## src/rtl/reg_bank_param.sv

```systemverilog
// General-purpose register file: DEPTH x DATA_WIDTH storage, one write port and
// two registered read ports, with optional hardwired-zero register 0 and write-to-read bypass.
module reg_bank_param #(
  parameter int DATA_WIDTH = 32,
  parameter int ADDR_WIDTH = 5,
  parameter int ZERO_REG   = 1,
  parameter int BYPASS     = 1
) (
  input  logic                  CLK,
  input  logic                  RESET,
  input  logic                  WE,
  input  logic [ADDR_WIDTH-1:0] WADDR,
  input  logic [DATA_WIDTH-1:0] WDATA,
  input  logic                  RE,
  input  logic [ADDR_WIDTH-1:0] RADDR1,
  input  logic [ADDR_WIDTH-1:0] RADDR2,
  output logic [DATA_WIDTH-1:0] RDATA1,
  output logic [DATA_WIDTH-1:0] RDATA2
);

  localparam int DEPTH = 2 ** ADDR_WIDTH;

  logic [DEPTH-1:0]      load_en;
  logic [DATA_WIDTH-1:0] mem [DEPTH];
  logic [DATA_WIDTH-1:0] rd1_next;
  logic [DATA_WIDTH-1:0] rd2_next;

  // Selects what a read port captures: stored value, forwarded write data, or
  // the hardwired zero. load_en already excludes discarded zero-register writes.
  function automatic logic [DATA_WIDTH-1:0] read_sel(
    input logic [ADDR_WIDTH-1:0] raddr,
    input logic [DATA_WIDTH-1:0] stored,
    input logic                  hit,
    input logic [DATA_WIDTH-1:0] wdata
  );
    logic [DATA_WIDTH-1:0] val;
    val = stored;
    if ((BYPASS != 0) && hit) val = wdata;
    if ((ZERO_REG != 0) && (raddr == '0)) val = '0;
    return val;
  endfunction

  always_comb begin
    load_en = '0;
    if (WE) load_en[WADDR] = 1'b1;
    if (ZERO_REG != 0) load_en[0] = 1'b0;
  end

  for (genvar i = 0; i < DEPTH; i++) begin : g_reg
    logic [DATA_WIDTH-1:0] q;

    always_ff @(posedge CLK or negedge RESET) begin
      if (!RESET) begin
        q <= '0;
      end else if (load_en[i]) begin
        q <= WDATA;
      end
    end

    assign mem[i] = q;
  end

  always_comb begin
    rd1_next = read_sel(RADDR1, mem[RADDR1], load_en[RADDR1], WDATA);
    rd2_next = read_sel(RADDR2, mem[RADDR2], load_en[RADDR2], WDATA);
  end

  // Read stage boundary: one-cycle registered outputs, held while RE is low.
  always_ff @(posedge CLK or negedge RESET) begin
    if (!RESET) begin
      RDATA1 <= '0;
      RDATA2 <= '0;
    end else if (RE) begin
      RDATA1 <= rd1_next;
      RDATA2 <= rd2_next;
    end
  end

endmodule

```

## config.mk

```make
export PLATFORM = sky130hd
export DESIGN_NAME = reg_bank_param
export DESIGN_NICKNAME = d
export VERILOG_FILES = /design/src/rtl/reg_bank_param.sv
export SDC_FILE = /design/constraint.sdc
export NUM_CORES = 2
export LEC_CHECK = 0
export CORE_ASPECT_RATIO = 1.2
export CORE_UTILIZATION = 51
export CTS_CLUSTER_SIZE = 14
export DETAILED_ROUTE_END_ITERATION = 6
export PLACE_DENSITY = 0.68
export SLEW_MARGIN = 20
export SYNTH_ARGS = -nofsm -noshare
export SYNTH_HDL_FRONTEND = slang
export SYNTH_SLANG_ARGS = --single-unit
```

## constraint.sdc

```tcl
create_clock -name CLK -period 2.46 [get_ports CLK]
set_input_delay 0.492 -clock CLK [delete_from_list [all_inputs] [get_ports CLK]]
set_output_delay 0.492 -clock CLK [all_outputs]
set_load 0.01 [all_outputs]
```

Word level (Yosys, flattened, before mapping)
Index checks and enable logic that the tools add are counted.

word-level totals
  input port bits = 51
  register bits = 1056
  word-level logic and storage cells = 61

cells by class
  bitwise logic cells = 2
  order comparisons = 6
  reductions and logical operators = 3
  muxes and demuxes = 17

operators by type and width
  operator              number
  $bmux W32 S5          2
  $mux W32              9
  $lt A5 B6 Y1 const B  3
  $ge A6 B6 Y1 const B  2
  $not A5 Y6            2
  $bmux W1 S5           2
  $logic_not A5 Y1      2
  $demux W1 S5          1
  $ge A5 B1 Y1 const B  1
  $mux W1               3
  $logic_and A1 B1 Y1   1

Longest topological paths before layout
  depth after elaboration = 9
  gate-level depth with buffers = 10

Worst setup path after synthesis
Ideal clock, no wire load.

  path kind = in2reg
  start = input port RADDR1[0]
  end = register RDATA1[1]
  data arrival time = 2.424 ns
  stages on the path = 7
  setup slack = -0.090 ns
  buffers on the path = 3
  path through = buf_2 buf_2 buf_1 mux4_2 a22oi_1 nand4_1 a221o_1

between the ends
  cells in the longest elaborated chain, start to end = 6

ends and longest elaborated chain
  element                                       line  text
  from (decl)                                   15    input logic [ADDR_WIDTH-1:0] RADDR1,
  $not A5 Y6 (implied by the code)              64    rd1_next = read_sel(RADDR1, mem[RADDR1], load_en[RADDR1], WDATA);
  $bmux W32 S5                                  64
  $mux W32 (implied by the code) (2 in series)  64
  $mux W32                                      38    if ((BYPASS != 0) && hit) val = wdata;
  $mux W32 (*)                                  39    if ((ZERO_REG != 0) && (raddr == '0)) val = '0;
  to (signal assigned)                          74    RDATA1 <= rd1_next;
  to (decl)                                     17    output logic [DATA_WIDTH-1:0] RDATA1,

Every way passes the cells marked *; elsewhere a longest branch is shown, timed or not. The select of a mux whose other input is x is not followed.
A chain may end at the register's enable or synchronous reset.

Worst setup path after layout
  start = input port WE
  end = register RDATA1[30]

between the ends
  cells in the longest elaborated chain, start to end = 5

ends and longest elaborated chain
  element                        line  text
  from (decl)                    11    input logic WE,
  $mux W32                       45    if (WE) load_en[WADDR] = 1'b1;
  $bmux W1 S5                    64
  $mux W1 (implied by the code)  64
  $mux W32                       38
  $mux W32                       39

Every way passes these cells. The select of a mux whose other input is x is not followed.

==> results_dict.tcl <==
set metrics [dict create \
    end_kind "flop" \
    track_usage 0.3248 \
    clock_skew_ns 0.01877 \
    ys_seq_area_frac 0.4737 \
    area_delta_synth_final_pct 19.35 \
    drive_above_1_share 0.4697 \
    row_count 132 \
    grt_max_degree 104 \
    yosys.area.top_type "dfrtp_1" \
    dieWidth_um 303.9 \
    final-instance-count-excl-fill 5801 \
    peakVddDrop_mv 0.5995 \
    synth_nets 4099 \
    cts-root-buf "clkbuf_16" \
    start_kind "input port" \
    cts_buffers 109 \
    synth_top_area_frac 0.4737 \
    syn_inst 4048 \
    yosys-top-cells-count "1056 x dfrtp_1, 1052 x mux2_2, 309 x mux4_2" \
    drt-total-wl_mm 178.0 \
    syn_area_per_cell_um2 13.78 \
    diodes 0 \
    critPathMostFrequentCell "buf_4" \
    cts.path.max_buffers 3 \
    crit_family "buffers and inverters" \
    dp_hpwl_mm 119.4 \
    ant_nets 0 \
    place.gp.congestion 0.9114 \
    first_pass_iters 6 \
    worstPathMaxFanout 14 \
    ctsHtreeMaxLevel 3 \
    post-synth-top-count-cell "dfrtp_1" \
    slew_violations 0 \
    status "complete, no violations" \
    fin_crit_sh 0.9745 \
    power_density_nw_per_um2 770.8 \
    clk_latency_ns 0.73 \
    worstSetupPathType "input port to flop" \
    min_path_type "input port to asynchronous set/reset pin" \
    maxCapViolCount 0 \
    holdWs_ns 0.2573 \
    crit_chain "clkdlybuf4s50_1, buf_4, nand2b_4, or3_4, o31a_1, o32a_1, buf_4, nor2_4, buf_4, a221o_1" \
    async_flop_share 1.000 \
    max-slew-margin-rel 0.4951 \
    hold_viol 0 \
    core-area_um2 108200 \
    initial_utilization 0.5156 \
    yosysUniqueCellTypes 51 \
    max_stage_delay_ns 0.59 \
    vias 38550 \
    max_freq_mhz 417.1 \
    first_iter_violations 3593 \
    grt_overflow 0 \
    slowest_stage "clkdlybuf4s50_1" \
    wire_per_inst_um 30.68 \
    numPortBuffers 114 \
    tritoncts "built" \
    dieArea_um2 110700 \
    post_cts_buffers 0 \
    synth_top_flop_cell "dfrtp_1" \
    cp.arrival_ns 3.05 \
    synth_edf_count 0 \
    clk_pin_slew_ns 0.06 \
    synth.area.top_cells "dfrtp_1 47%, mux2_2 21%, mux4_2 12%, mux2i_1 5.0%, a22oi_1 3.1%" \
    required_ns 3.11 \
    boundaryPins 115 \
    drc 0 \
    reg2reg_depth 6 \
    drt-vias-per-instance 6.646 \
    yosys_warnings 0 \
    syn_area_um2 55780 \
    post_cts_resized 0 \
    final_core_util 0.6154 \
    power_leakage_nw 29.21 \
    antenna_found_initial 3 \
    critPathBufInv 4 \
    clock_sinks 1056 \
    synth_seq_cells 1056 \
    crit_cells 10 \
    grt_pass1_vias 39840 \
    worstMarginPinSlew_ns 0.7558 \
    rsz0062_at_grt "false" \
    die_h_um 364.3 \
    nets 4362 \
    placed_cells 5606 \
    setup_viol 0 \
    grt_pass1_wl_mm 265.1 \
    period_needed_ns 2.397 \
]
cells in the final DEF, fill, tap and decap left out, types with 8 or more instances in the layout:
cell type,instances
clkbuf_8,25
nor2b_4,9
buf_4,292
nor2b_1,120
nand2_1,101
o21ai_0,64
clkdlybuf4s50_1,106
clkinv_2,16
clkbuf_16,111
bufinv_16,10
buf_12,177
xnor2_1,8
mux2_2,1052
a22oi_1,228
mux4_2,309
nand4_1,40
mux2i_1,277
nor2_4,20
nand3_1,64
clkbuf_1,25
a22o_1,27
a21oi_1,57
a221oi_1,30
nand2_2,11
a221o_1,64
dfrtp_1,1056
logic make-up after synthesis:
kind of cell / share of synthesized area
flip-flops: 0.4737
multiplexers: 0.3881
AND/OR/NAND/NOR: 0.03876
AO/OA/AOI/OAI: 0.06631
buffers and inverters: 0.03187
XOR/XNOR: 0.001256
power breakdown:
group	internal (mW)	total [mW]	switching, mW
combinational	6.56	10.9	4.30
sequential	20.8	23.3	2.54
clock	10.0	17.1	7.12
total	37.4	51.3	14.0
what timing repair did:
item / CTS / global route
hold buffers: 1 / 0
hold endpoints to repair: 28 / 0
setup endpoints to repair: 0 / 0
state kept, by name, indices dropped and copies added, names as in the netlist:
name    cells
RDATA2     32
g.q       992
RDATA1     32
cell type report:
cell class                      instances  area (um2)
Fill cell                            8161       41600
Tap cell                             1407        1760
Clock inverter                         33       434.2
Clock buffer                          161        3216
Timing Repair Buffer                  581        6882
Inverter                                4       15.01
Multi-Input combinational cell       2559       27840
Sequential cell                      1056       26430
routing by layer:
| metal | vias up | global-route usage | routed length [um] |
|---|---|---|---|
| met5 | - | 0 | 26 |
| met4 | 4 | 0.1529 | 8848 |
| met3 | 433 | 0.05854 | 13080 |
| met2 | 1619 | 0.5241 | 84890 |
| met1 | 20460 | 0.4275 | 71160 |
| li1 | 16040 | - | - |
worst paths after layout:
kind                           startpoint        endpoint  slack, ns
max in group asynchronous           RESET  g_reg[3].q[30]       1.18
hold / removal                      RESET  g_reg[13].q[5]       0.26
setup / recovery                       WE      RDATA1[30]       0.06
setup reg to reg           g_reg[17].q[2]       RDATA2[2]       0.44
hold reg to reg            g_reg[6].q[25]  g_reg[6].q[25]       0.52
min in group CLK                       RE       RDATA2[2]       0.31
metrics by stage:
stage | instance area [um2] | TNS (ns) | worst slack, ns | power [mW]
4_1_cts | 66570 | 0 | 0.1253 | 51.46
2_1_floorplan | 55790 | -1.992 | -0.07485 | 30.26
3_3_place_gp | 62910 | -224.05 | -0.5928 | 33.87
6_report | 66570 | 0 | 0.06262 | 51.32
5_1_grt | 66570 | 0 | 0.07624 | 53.41
3_5_place_dp | 62910 | -240.14 | -0.5963 | 34.36
(Power assumes the default switching activity.)
